## config.mk

```make
export PLATFORM = sky130hd
export DESIGN_NAME = uart_tx
export DESIGN_NICKNAME = d
export VERILOG_FILES = /design/src/rtl/uart_tx.sv
export SDC_FILE = /design/constraint.sdc
export NUM_CORES = 1
export LEC_CHECK = 0
export ABC_AREA = 1
export CORE_UTILIZATION = 50
export CTS_BUF_LIST = sky130_fd_sc_hd__clkbuf_8
export CTS_CLUSTER_DIAMETER = 60
export DETAILED_ROUTE_END_ITERATION = 10
export PLACE_DENSITY = 0.68
export SYNTH_ARGS = -nofsm -noshare
export SYNTH_HDL_FRONTEND = slang
export SYNTH_SLANG_ARGS = --single-unit
```

## constraint.sdc

```tcl
create_clock -name CLK -period 3.1 [get_ports CLK]
set_clock_uncertainty 0.05 [all_clocks]
set_input_delay 0.465 -clock CLK [delete_from_list [all_inputs] [get_ports CLK]]
set_output_delay 0.465 -clock CLK [all_outputs]
set_load 0.1 [all_outputs]
```

## src/rtl/uart_tx.sv

```systemverilog
// 8N1 UART transmitter with a small circular FIFO in front of the serial FSM.
// Frames are sent LSB first on an idle-high line, back-to-back while bytes are queued.
`timescale 1ns/1ps
module uart_tx #(
    parameter int DBIT         = 8,
    parameter int CLKS_PER_BIT = 2613,
    parameter int STOP_BITS    = 1,
    parameter int FIFO_DEPTH   = 4
) (
    input  logic            CLK,
    input  logic            RESET,
    input  logic [DBIT-1:0] TX_DATA,
    input  logic            TX_WR,
    output logic            TX_FULL,
    output logic            TX_EMPTY,
    output logic            TX_BUSY,
    output logic            TX_DONE,
    output logic            TX_OVF,
    output logic            TX
);

    localparam int AW       = $clog2(FIFO_DEPTH);
    localparam int STOP_LEN = STOP_BITS * CLKS_PER_BIT;
    localparam int CW       = $clog2(STOP_LEN);
    localparam int IW       = $clog2(DBIT);

    typedef enum logic [1:0] {IDLE, START, DATA, STOP} state_t;

    logic [DBIT-1:0] mem_r [FIFO_DEPTH];
    logic [AW:0]     wr_ptr_r, rd_ptr_r;
    logic [AW:0]     wr_ptr_n_s, rd_ptr_n_s;
    logic            full_r, empty_r, ovf_r;
    logic            push_s, pop_s;
    logic [DBIT-1:0] head_s;

    state_t          state_r, state_n_s;
    logic [CW-1:0]   cnt_r, cnt_n_s;
    logic [IW-1:0]   idx_r, idx_n_s;
    logic [DBIT-1:0] shift_r, shift_n_s;
    logic            tx_r, tx_n_s;
    logic            busy_r, busy_n_s;
    logic            done_r, done_n_s;

    assign head_s     = mem_r[rd_ptr_r[AW-1:0]];
    // A pop frees a slot in the same cycle, so a write into a full FIFO can still land.
    assign push_s     = TX_WR & (~full_r | pop_s);
    assign wr_ptr_n_s = push_s ? (wr_ptr_r + (AW+1)'(1)) : wr_ptr_r;
    assign rd_ptr_n_s = pop_s  ? (rd_ptr_r + (AW+1)'(1)) : rd_ptr_r;

    // FIFO storage write port.
    always_ff @(posedge CLK) begin
        if (push_s) begin
            mem_r[wr_ptr_r[AW-1:0]] <= TX_DATA;
        end
    end

    // FIFO pointers, registered full/empty flags and sticky overflow.
    always_ff @(posedge CLK or negedge RESET) begin
        if (!RESET) begin
            wr_ptr_r <= '0;
            rd_ptr_r <= '0;
            empty_r  <= 1'b1;
            full_r   <= 1'b0;
            ovf_r    <= 1'b0;
        end else begin
            wr_ptr_r <= wr_ptr_n_s;
            rd_ptr_r <= rd_ptr_n_s;
            empty_r  <= (wr_ptr_n_s == rd_ptr_n_s);
            full_r   <= (wr_ptr_n_s[AW] != rd_ptr_n_s[AW]) &&
                        (wr_ptr_n_s[AW-1:0] == rd_ptr_n_s[AW-1:0]);
            ovf_r    <= ovf_r | (TX_WR & full_r & ~pop_s);
        end
    end

    // Next-state, counters, shift register and next registered line value.
    always_comb begin
        state_n_s = state_r;
        cnt_n_s   = cnt_r;
        idx_n_s   = idx_r;
        shift_n_s = shift_r;
        pop_s     = 1'b0;
        case (state_r)
            IDLE: begin
                if (!empty_r) begin
                    pop_s     = 1'b1;
                    state_n_s = START;
                    cnt_n_s   = '0;
                    idx_n_s   = '0;
                    shift_n_s = head_s;
                end else begin
                    state_n_s = IDLE;
                end
            end
            START: begin
                if (cnt_r == CW'(CLKS_PER_BIT - 1)) begin
                    state_n_s = DATA;
                    cnt_n_s   = '0;
                    idx_n_s   = '0;
                end else begin
                    cnt_n_s   = cnt_r + CW'(1);
                end
            end
            DATA: begin
                if (cnt_r == CW'(CLKS_PER_BIT - 1)) begin
                    cnt_n_s   = '0;
                    shift_n_s = shift_r >> 1;
                    if (idx_r == IW'(DBIT - 1)) begin
                        state_n_s = STOP;
                        idx_n_s   = '0;
                    end else begin
                        idx_n_s   = idx_r + IW'(1);
                    end
                end else begin
                    cnt_n_s   = cnt_r + CW'(1);
                end
            end
            STOP: begin
                if (cnt_r == CW'(STOP_LEN - 1)) begin
                    cnt_n_s = '0;
                    // Chain straight into the next start bit when more data is waiting.
                    if (!empty_r) begin
                        pop_s     = 1'b1;
                        state_n_s = START;
                        idx_n_s   = '0;
                        shift_n_s = head_s;
                    end else begin
                        state_n_s = IDLE;
                    end
                end else begin
                    cnt_n_s = cnt_r + CW'(1);
                end
            end
            default: begin
                state_n_s = IDLE;
                cnt_n_s   = '0;
                idx_n_s   = '0;
            end
        endcase

        case (state_n_s)
            START:   tx_n_s = 1'b0;
            DATA:    tx_n_s = shift_n_s[0];
            default: tx_n_s = 1'b1;
        endcase
        busy_n_s = (state_n_s != IDLE);
        done_n_s = (state_n_s == STOP) && (cnt_n_s == CW'(STOP_LEN - 1));
    end

    // FSM state and registered serial outputs.
    always_ff @(posedge CLK or negedge RESET) begin
        if (!RESET) begin
            state_r <= IDLE;
            cnt_r   <= '0;
            idx_r   <= '0;
            shift_r <= '0;
            tx_r    <= 1'b1;
            busy_r  <= 1'b0;
            done_r  <= 1'b0;
        end else begin
            state_r <= state_n_s;
            cnt_r   <= cnt_n_s;
            idx_r   <= idx_n_s;
            shift_r <= shift_n_s;
            tx_r    <= tx_n_s;
            busy_r  <= busy_n_s;
            done_r  <= done_n_s;
        end
    end

    assign TX       = tx_r;
    assign TX_BUSY  = busy_r;
    assign TX_DONE  = done_r;
    assign TX_FULL  = full_r;
    assign TX_EMPTY = empty_r;
    assign TX_OVF   = ovf_r;

endmodule
```

==> results of run 1 <==
==> registers in the layout (all words and copies together), names as in the netlist <==
| register | count |
|---|---|
| wr_ptr_r | 3 |
| TX_EMPTY | 1 |
| TX_OVF | 1 |
| TX | 1 |
| idx_r | 3 |
| cnt_r | 12 |
| mem_r | 32 |
| state_r | 2 |
| rd_ptr_r | 3 |
| TX_BUSY | 1 |
| shift_r | 8 |
| TX_DONE | 1 |
| TX_FULL | 1 |
==> power by group <==
| part | internal [mW] | leakage [nW] | switching (mW) |
|---|---|---|---|
| Combinational | 0.436 | 0.847 | 0.953 |
| Clock | 0.291 | 0.0755 | 0.362 |
| Sequential | 1.19 | 0.772 | 0.152 |
==> metal layers <==
metal	up-vias	GRT usage, %	part of all wire, %
met3	13	4.620	3.9
met1	1189	26.54	46
met5	-	0	0
li1	1282	-	-
met4	0	8.788	1.9
met2	56	34.33	49
==> critical path: stages, from the launching register on <==
cell	delay (ps)
dfrtp_1	400
inv_1	100
ha_1	170
nand2_2	60
nor2_2	210
nand4_4	130
nand2_4	100
nand2_4	80
nand2_4	100
nand2_4	90
nor2_1	560
==> worst paths after layout <==
kind,start,endpoint,slack (ps),cells after the start
max in group asynchronous,RESET,wr_ptr_r[0]$_DFF_PN0_,2300,1
worst max-delay path,cnt_r[0]$_DFF_PN0_,mem_r[3][7]$_DFFE_PP_,690,10
worst min-delay path,RESET,shift_r[4]$_DFFE_PN0P_,170,1
worst min register to register,TX_OVF$_DFF_PN0_,TX_OVF$_DFF_PN0_,430,1
min in group CLK,TX_OVF$_DFF_PN0_,TX_OVF$_DFF_PN0_,430,1
worst max register to register,cnt_r[0]$_DFF_PN0_,mem_r[3][7]$_DFFE_PP_,690,10
==> stage by stage <==
stage | instances | instance area, µm² | utilization (%)
finish | 496 | 3915 | 57.62
detailed placement | 480 | 3740 | 55.05
global route | 496 | 3915 | 57.62
global placement | 480 | 3740 | 55.05
floorplan | 373 | 3501 | -
CTS | 496 | 3915 | 57.62
==> placed cells by master, fill, tap and decap left out, types with 2 or more instances in the layout <==
master | netlist | final
nand4_1 | 3 | 3
edfxtp_1 | 32 | 32
clkinvlp_4 | 0 | 4
nand3_1 | 18 | 18
ha_1 | 15 | 15
xor2_1 | 4 | 4
nor3_1 | 3 | 3
o21ai_0 | 44 | 44
o21ai_1 | 5 | 5
inv_1 | 52 | 52
nor2_2 | 2 | 2
nand3b_1 | 3 | 3
clkdlybuf4s50_1 | 0 | 9
nor2_1 | 31 | 31
nand2_4 | 5 | 5
nand2_1 | 65 | 65
clkbuf_8 | 0 | 9
dfrtp_1 | 35 | 35
a21oi_1 | 10 | 10
inv_2 | 5 | 5
a32o_1 | 2 | 2
nand2_2 | 10 | 10
buf_4 | 0 | 6
dfstp_2 | 2 | 2
o22ai_1 | 9 | 9
==> cell families after synthesis <==
kind of cell | after synthesis | share of synthesized area, %
and+or+nand+nor | 145 | 20.23
xor gates and xnor gates | 5 | 1.251
adders and majority gates | 15 | 5.361
buffers and inverters | 62 | 6.719
AOI/OAI and AO/OA | 77 | 12.47
DFF | 69 | 53.97
==> final cells by class <==
type / count / share of cell area [%]
clock inverters: 7 / 1.310
multi-input cells: 242 / 35.16
clock buffers: 9 / 3.164
well taps: 96 / 3.068
inverters: 57 / 5.465
flip-flops and latches: 69 / 48.26
repair buffers: 16 / 3.579
==> metrics.md, run 1 <==
| Metric | Value |
|---|---|
| Effective utilization at floorplan | `approximately 52%` |
| Leakage | `approximately 1.7 nW` |
| Most used DFF post-synth | `dfrtp_1` |
| Period Utilization, post-route | `77.65%` |
| Max VDD drop | `roughly 0.42 mV` |
| Actual slew at the worst max-slew pin | `roughly 840 ps` |
| Die area | `about 7300 µm²` |
| Final Hold Fails | `0` |
| Fin Hold WS | `between 150 and 200 ps` |
| Most frequent cells after synthesis | `65 x nand2_1, 52 x inv_1, 44 x o21ai_0` |
| Tot Pwr | `roughly 3.4 mW` |
| DR WL/cell | `~13 µm` |
| Setup Viol. Count Final | `0` |
| Synth Instances | `~370` |
| CTS H-tree depth | `3` |
| Vias in the first global route | `between 2000 and 3000` |
| Multi-input gate area | `between 1000 and 1500 µm²` |
| Iteration-0 DRC Markers | `140` |
| Post-CTS Setup Repair Bufs | `0` |
| DP Worst Slack | `just under 700 ps` |
| Area leader, netlist | `edfxtp_1` |
| Vias/cell | `just over 5` |
| Synthesized Nets | `399` |
| First-pass GRT wire length | `11680 µm` |
| Sequential area share after synthesis | `between 50% and 60%` |
| Fin nets | `421` |
| Initial antenna violation count | `0` |
| Detailed-route DRC error count | `0` |
| Register area | `1889 µm²` |
| # diodes | `0` |
| Crit path DAT | `approximately 2300 ps` |
| Crit path max fanout | `8` |
| Mapped Area | `roughly 3500 µm²` |
| Layout area overhead | `11.83%` |
| Vias | `2540` |
| ANT nets after route | `0` |
| Setup repair after global routing missed its margin | `no` |
| # IOs | `17` |
| Final setup margin | `approximately 700 ps` |
| Final RePlAce weighted congestion | `a little over 0.8` |
| CP Launch Type | `register` |
| Largest net degree at the start of global routing | `38` |
| Synth Area per Inst | `9.386 µm²` |
| Yosys reg bits | `between 60 and 70` |
| Crit path kind | `register to register` |
| Die width | `between 80 and 90 µm` |
| Setup TNS Final | `0 ps` |
| Share of post-route cells with drive strength above 1 | `a little over an eighth` |
| Drt first pass iters | `4` |
| Status | `finished, final reports clean` |
| CTS tree | `built` |
| Top cells by area, synth | `edfxtp_1 27%, dfrtp_1 25%, nand2_1 7.0%` |
| Core ar. | `6794 µm²` |
| Share of synthesized registers carrying an async set or reset | `53.62%` |
| Data required, critical path | `about 3000 ps` |
| Post-cts resize count | `0` |
| Die height | `approximately 86 µm` |
| Tmin final | `around 2400 ps` |
| Post-synth EDFFs | `32` |
| Post-synth top area share | `27.45%` |
| Total GRT Usage | `20.79%` |
| Total gr overflow | `0` |
| Clock Tree Root | `clkbuf_8` |
| HP Class | `primary input to asynchronous set/reset pin` |
| Slew headroom | `44.01%` |
| Total CTS buffers | `9` |
| Clock Pin Slew Worst Setup and Hold Paths | `80 ps` |
| Drt total wl | `between 6000 and 7000 µm` |
| DP HPWL | `roughly 4800 µm` |
| Max Cap Violations | `0` |
| CTS max path bufs | `2` |
| Achievable Freq | `415.4 MHz` |
| Warnings from Yosys | `0` |
| FILL cells | `approximately 600` |
| Critical Path Sink Type | `register` |
| Cts hold-fix bufs | `0` |
| P per Cell Area | `roughly 860 nW/µm²` |
| Final count of pins violating max slew | `0` |
| Clock Latency Late Sink | `340 ps` |
| Count leader, synth | `nand2_1` |
| Clk sinks | `69` |
| Synth cell types | `36` |
| IO buf count | `16` |
| # rows | `30` |
(Power assumes the default switching activity.)
==> run 2: changes to the inputs <==
- clock period: 3.1 -> 2.24 ns (I/O delays scaled with it)
==> metrics.md, run 2 (synthesis results as in run 1) <==
| Metric | Value |
|---|---|
| Status | `finished, final reports clean` |
| Leakage | `~1.8 nW` |
| Multi-input gate area | `~1400 µm²` |
| Utilization after layout | `59.32%` |
| Clock Pin Slew Worst Setup and Hold Paths | `roughly 80 ps` |
| DR WL/cell | `roughly 14 µm` |
| DP Worst Slack | `roughly 140 ps` |
| Drt total wl | `7045 µm` |
| Die width | `~86 µm` |
| Final count of pins violating max slew | `0` |
| GRT busiest layer | `met2` |
| Most frequent cells in the layout | `65 x nand2_1, 52 x inv_1, 43 x o21ai_0` |
| Largest net degree at the start of global routing | `19` |
| Actual slew at the worst max-slew pin | `around 370 ps` |
| Post-CTS Setup Repair Bufs | `0` |
| Total gr overflow | `0` |
| Fin nets | `432` |
| IO buf count | `16` |
| P per Cell Area | `1211 nW/µm²` |
| Clock power share | `a little over a fifth` |
| Setup repair after global routing missed its margin | `no` |
| Data required, critical path | `between 2000 and 2500 ps` |
| Final setup margin | `around 210 ps` |
| Max VDD drop | `~0.63 mV` |
| Final RePlAce weighted congestion | `~0.9` |
| CTS max path bufs | `2` |
| Final Hold Fails | `0` |
| First-pass GRT wire length | `11780 µm` |
| Internal power | `between 2 and 3 mW` |
| Internal reg-to-reg setup slack | `approximately 210 ps` |
| Grt met2 use | `a little over a third` |
| # diodes | `0` |
| Total CTS buffers | `9` |
| CP Launch Type | `register` |
| Achievable Freq | `~490 MHz` |
| Logic pwr share | `41.8%` |
| Drt first pass iters | `4` |
| Max reg flops | `32` |
| CTS tree | `built` |
| M3 GR Usage | `4.620%` |
| Setup TNS Final | `0 ps` |
| Crit path DAT | `2030 ps` |
| # IOs | `17` |
| Layout area overhead | `15.12%` |
| Setup Viol. Count Final | `0` |
| Max Cap Violations | `0` |
| Tmin final | `2031 ps` |
| Die height | `about 86 µm` |
| Vias | `approximately 2600` |
| Total GRT Usage | `21.22%` |
| Clock Tree Root | `clkbuf_8` |
| Psw | `a little over 2 mW` |
| Met1 usage | `between 20% and 30%` |
| Initial antenna violation count | `0` |
| Die area | `roughly 7300 µm²` |
| Clock Latency Late Sink | `340 ps` |
| Iteration-0 DRC Markers | `174` |
| DP HPWL | `between 5000 and 6000 µm` |
| Detailed-route DRC error count | `0` |
| Critical Path Sink Type | `register` |
| Clk sinks | `just under 70` |
| Sequential power share | `37.3%` |
| Sw Share | `a little over two fifths` |
| Crit path max fanout | `8` |
| Commonest non-fill, non-tap cell in the layout | `nand2_1` |
| Slew headroom | `between 70 and 80%` |
| Vias in the first global route | `2504` |
| Dpl cell area | `3815 µm²` |
| Share of post-route cells with drive strength above 1 | `15.82%` |
| HP Class | `primary input to asynchronous set/reset pin` |
| CTS H-tree depth | `3` |
| Inst Count DP | `slightly below 500` |
| Final cell count without fillers | `between 500 and 600` |
| Core ar. | `6794 µm²` |
| Crit path kind | `register to register` |
| Cell area after layout | `about 4000 µm²` |
| # rows | `30` |
| ANT nets after route | `0` |
| Effective utilization at floorplan | `between 50% and 60%` |
| Register area | `1891 µm²` |
| FILL cells | `between 600 and 700` |
| Vias/cell | `5.124` |
| Period Utilization, post-route | `a little over 90%` |
## run 2: cell count changes in the layout (fill, tap and decap cells not counted), sizes merged
cell | previous run | this run
clkinvlp | 4 | 2
buf | 7 | 17
dlygate4sd3 | 0 | 1
clkinv | 2 | 3
bufinv | 0 | 1
## run 2: final cells by class
cell class	count	share of cell area (%)
inverters	57	5.309
flip-flops and latches	69	46.91
clock inverters	7	1.863
well taps	96	2.980
clock buffers	9	3.074
repair buffers	27	5.588
multi-input cells	242	34.27
## run 2: power groups by stage
stage	Sequential (mW)	Combinational, mW	Clock [mW]
final	1.82	2.04	1.02
after CTS	1.82	2.04	1.04
after global placement	1.84	2.00	0
after floorplan	2.05	1.32	0
after global routing	1.86	2.30	1.09
after detailed placement	1.85	2.03	0
## run 2: routing by layer
layer / vias to the layer above / wire length (µm)
met5: - / 0
met4: 0 / 126
met3: 12 / 291
met2: 56 / 3479
met1: 1222 / 3148
li1: 1308 / -
## run 2: final timing paths
| check | start | to | cells past startpoint |
|---|---|---|---|
| setup reg to reg | state_r[0]$_DFF_PN0_ | mem_r[3][7]$_DFFE_PP_ | 10 |
| setup / recovery | state_r[0]$_DFF_PN0_ | mem_r[3][7]$_DFFE_PP_ | 10 |
| min in group CLK | TX_OVF$_DFF_PN0_ | TX_OVF$_DFF_PN0_ | 1 |
| hold reg to reg | TX_OVF$_DFF_PN0_ | TX_OVF$_DFF_PN0_ | 1 |
| max in group asynchronous | RESET | TX_EMPTY$_DFF_PN1_ | 3 |
| hold / removal | RESET | shift_r[4]$_DFFE_PN0P_ | 2 |
## run 2: timing repair
action,CTS,global route
gates resized for setup,0,3
setup endpoints to repair,0,33
hold buffers,1,0
endpoints found under the hold margin,35,0
## run 2: through the flow
step | hold WS [ps] | power, mW
CTS | 274.8 | 4.912
detailed placement | 97.61 | 3.878
global placement | 97.38 | 3.838
finish | 277.3 | 4.881
global route | 281.2 | 5.247
floorplan | -9.591 | 3.367
## run 2: worst max-delay path, cell delays in order (launching register included)
cell and delay [ps]:
dfrtp_1 410, ha_1 200, inv_1 100, nor2_1 180, nand4_4 140, nand2_4 100, nand2_4 80, nand2_4 90
nand2_4 90, nor2_1 110, buf_4 180
==> run 3: changes to the inputs <==
- CORE_UTILIZATION: 50 -> 62
- GPL_TIMING_DRIVEN: not set -> 0
- PLACE_DENSITY: 0.68 -> 0.82
==> metrics.md, run 3 (synthesis results as in run 1) <==
| Metric | Value |
|---|---|
| CTS H-tree depth | `3` |
| Data required, critical path | `1850 ps` |
| # diodes | `0` |
| Die area | `roughly 6000 µm²` |
| CTS tree | `built` |
| Effective utilization at floorplan | `66.43%` |
| ANT nets after route | `0` |
| Die height | `77.15 µm` |
| Crit path kind | `register to output pin` |
| CTS max path bufs | `2` |
| Leakage | `1.760 nW` |
| Final RePlAce weighted congestion | `~0.87` |
| Actual slew at the worst max-slew pin | `980.2 ps` |
| Drt first pass iters | `5` |
| Largest delay share family, worst path | `buffers and inverters` |
| Commonest non-fill, non-tap cell in the layout | `nand2_1` |
| Worst path slowest cell | `clkdlybuf4s15_1` |
| M1 wire length | `between 3000 and 4000 µm` |
| Fin nets | `429` |
| Met3 wire len | `between 300 and 400 µm` |
| Share of post-route cells with drive strength above 1 | `~15%` |
| DR top layer | `met4` |
| Max Cap Violations | `0` |
| Vias/cell | `approximately 5.7` |
| Most frequent cells in the layout | `65 x nand2_1, 48 x inv_1, 43 x o21ai_0` |
| P per Cell Area | `about 1300 nW/µm²` |
| Drt total wl | `slightly above 7000 µm` |
| Cell area after layout | `4060 µm²` |
| # rows | `26` |
| Status | `finished, final reports clean` |
| Crit path max fanout | `6` |
| Cts hold-fix bufs | `0` |
| First-pass GRT wire length | `approximately 12000 µm` |
| Vias | `roughly 2700` |
| Vias in the first global route | `~2700` |
| HP Class | `primary input to asynchronous set/reset pin` |
| Met2 WL | `3459 µm` |
| Total gr overflow | `0` |
| Dpl cell area | `between 3000 and 4000 µm²` |
| CP Launch Type | `register` |
| Slowest cell delay on critical path | `about 850 ps` |
| Detailed-route DRC error count | `0` |
| Final Hold Fails | `0` |
| Clk sinks | `just under 70` |
| Die width | `77.15 µm` |
| Iteration-0 DRC Markers | `about 160` |
| Achievable Freq | `between 400 and 500 MHz` |
| FILL cells | `between 300 and 400` |
| IO buf count | `16` |
| Total GRT Usage | `about a quarter` |
| Max reg flops | `32` |
| Period Utilization, post-route | `a little under 100%` |
| Largest net degree at the start of global routing | `38` |
| DP HPWL | `4694 µm` |
| Final count of pins violating max slew | `0` |
| WP buf/inv | `1` |
| Layout area overhead | `15.98%` |
| Setup Viol. Count Final | `0` |
| # IOs | `17` |
| Clock Latency Late Sink | `350 ps` |
| Slew headroom | `between 30 and 40%` |
| Tmin final | `between 2000 and 2500 ps` |
| Clock Tree Root | `clkbuf_8` |
| Initial antenna violation count | `0` |
| Crit path DAT | `between 1500 and 2000 ps` |
| Critical Path Sink Type | `output pin` |
| Max VDD drop | `around 0.94 mV` |
| Crit-path cells | `clkdlybuf4s15_1` |
| Fin Hold WS | `approximately 11 ps` |
| Setup TNS Final | `0 ps` |
| DR WL/cell | `about 15 µm` |
| Core ar. | `around 5300 µm²` |
| Clock Pin Slew Worst Setup and Hold Paths | `80 ps` |
| Total CTS buffers | `9` |
## run 3: cell types whose count changed in the layout (fill, tap and decap cells not counted), sizes merged
cell	before	now
clkdlybuf4s15	0	1
clkdlybuf4s50	9	11
clkbuf	9	12
clkinvlp	2	1
buf	17	6
dlymetal6s2s	0	1
bufinv	1	3
inv	58	57
dlygate4sd3	1	0
dlygate4sd2	0	2
## run 3: timing repair
action / 4_1_cts / 5_1_grt
pin swaps: 0 / 3
setup endpoints to repair: 35 / 38
gates resized for setup: 11 / 11
setup buffers: 0 / 3
hold endpoints to repair: 0 / 0
## run 3: area by class of cell
type	instances	area (µm²)	area share [%]
tap	70	87.58	2.157
timing repair buffer	19	190.2	4.684
inverter	57	214.0	5.270
sequential	69	1891	46.56
multi-input combinational	242	1419	34.95
clock buffer	9	123.9	3.051
clock inverter	7	113.9	2.804
buffer	5	21.27	0.5239
## run 3: metal layers
| metal | up-vias | global-route usage [%] |
|---|---|---|
| met2 | 88 | 42.39 |
| met4 | 0 | 13.58 |
| met3 | 16 | 4.405 |
| li1 | 1308 | - |
| met5 | - | 0 |
| met1 | 1310 | 35.36 |
## run 3: path summary, 6_finish.rpt
check                      slack, ps                      to            startpoint  cells after the start
setup reg to reg                 130      TX_EMPTY$_DFF_PN1_  state_r[0]$_DFF_PN0_                     14
max in group asynchronous       1570    state_r[1]$_DFF_PN0_                 RESET                      1
hold reg to reg                  440    idx_r[0]$_DFFE_PN0P_  idx_r[0]$_DFFE_PN0P_                      1
hold / removal                    10  shift_r[5]$_DFFE_PN0P_                 RESET                      1
min in group CLK                 440    idx_r[0]$_DFFE_PN0P_  idx_r[0]$_DFFE_PN0P_                      1
setup / recovery                  60                TX_EMPTY    TX_EMPTY$_DFF_PN1_                      1
## run 3: power breakdown
part	internal, mW	switching [mW]	leakage, nW
clock	0.734	0.482	0.115
combinational	0.661	1.52	0.875
sequential	1.65	0.157	0.770
## run 3: stage by stage
step	power, mW	utilization [%]	instances	setup WS [ps]
after global placement	3.802	71.13	459	-234.1
after floorplan	3.367	-	373	122.6
after global routing	5.543	77.04	478	-37.50
after detailed placement	3.863	71.04	459	-237.4
after CTS	5.109	76.04	475	6.240
final	5.199	77.04	478	60.55
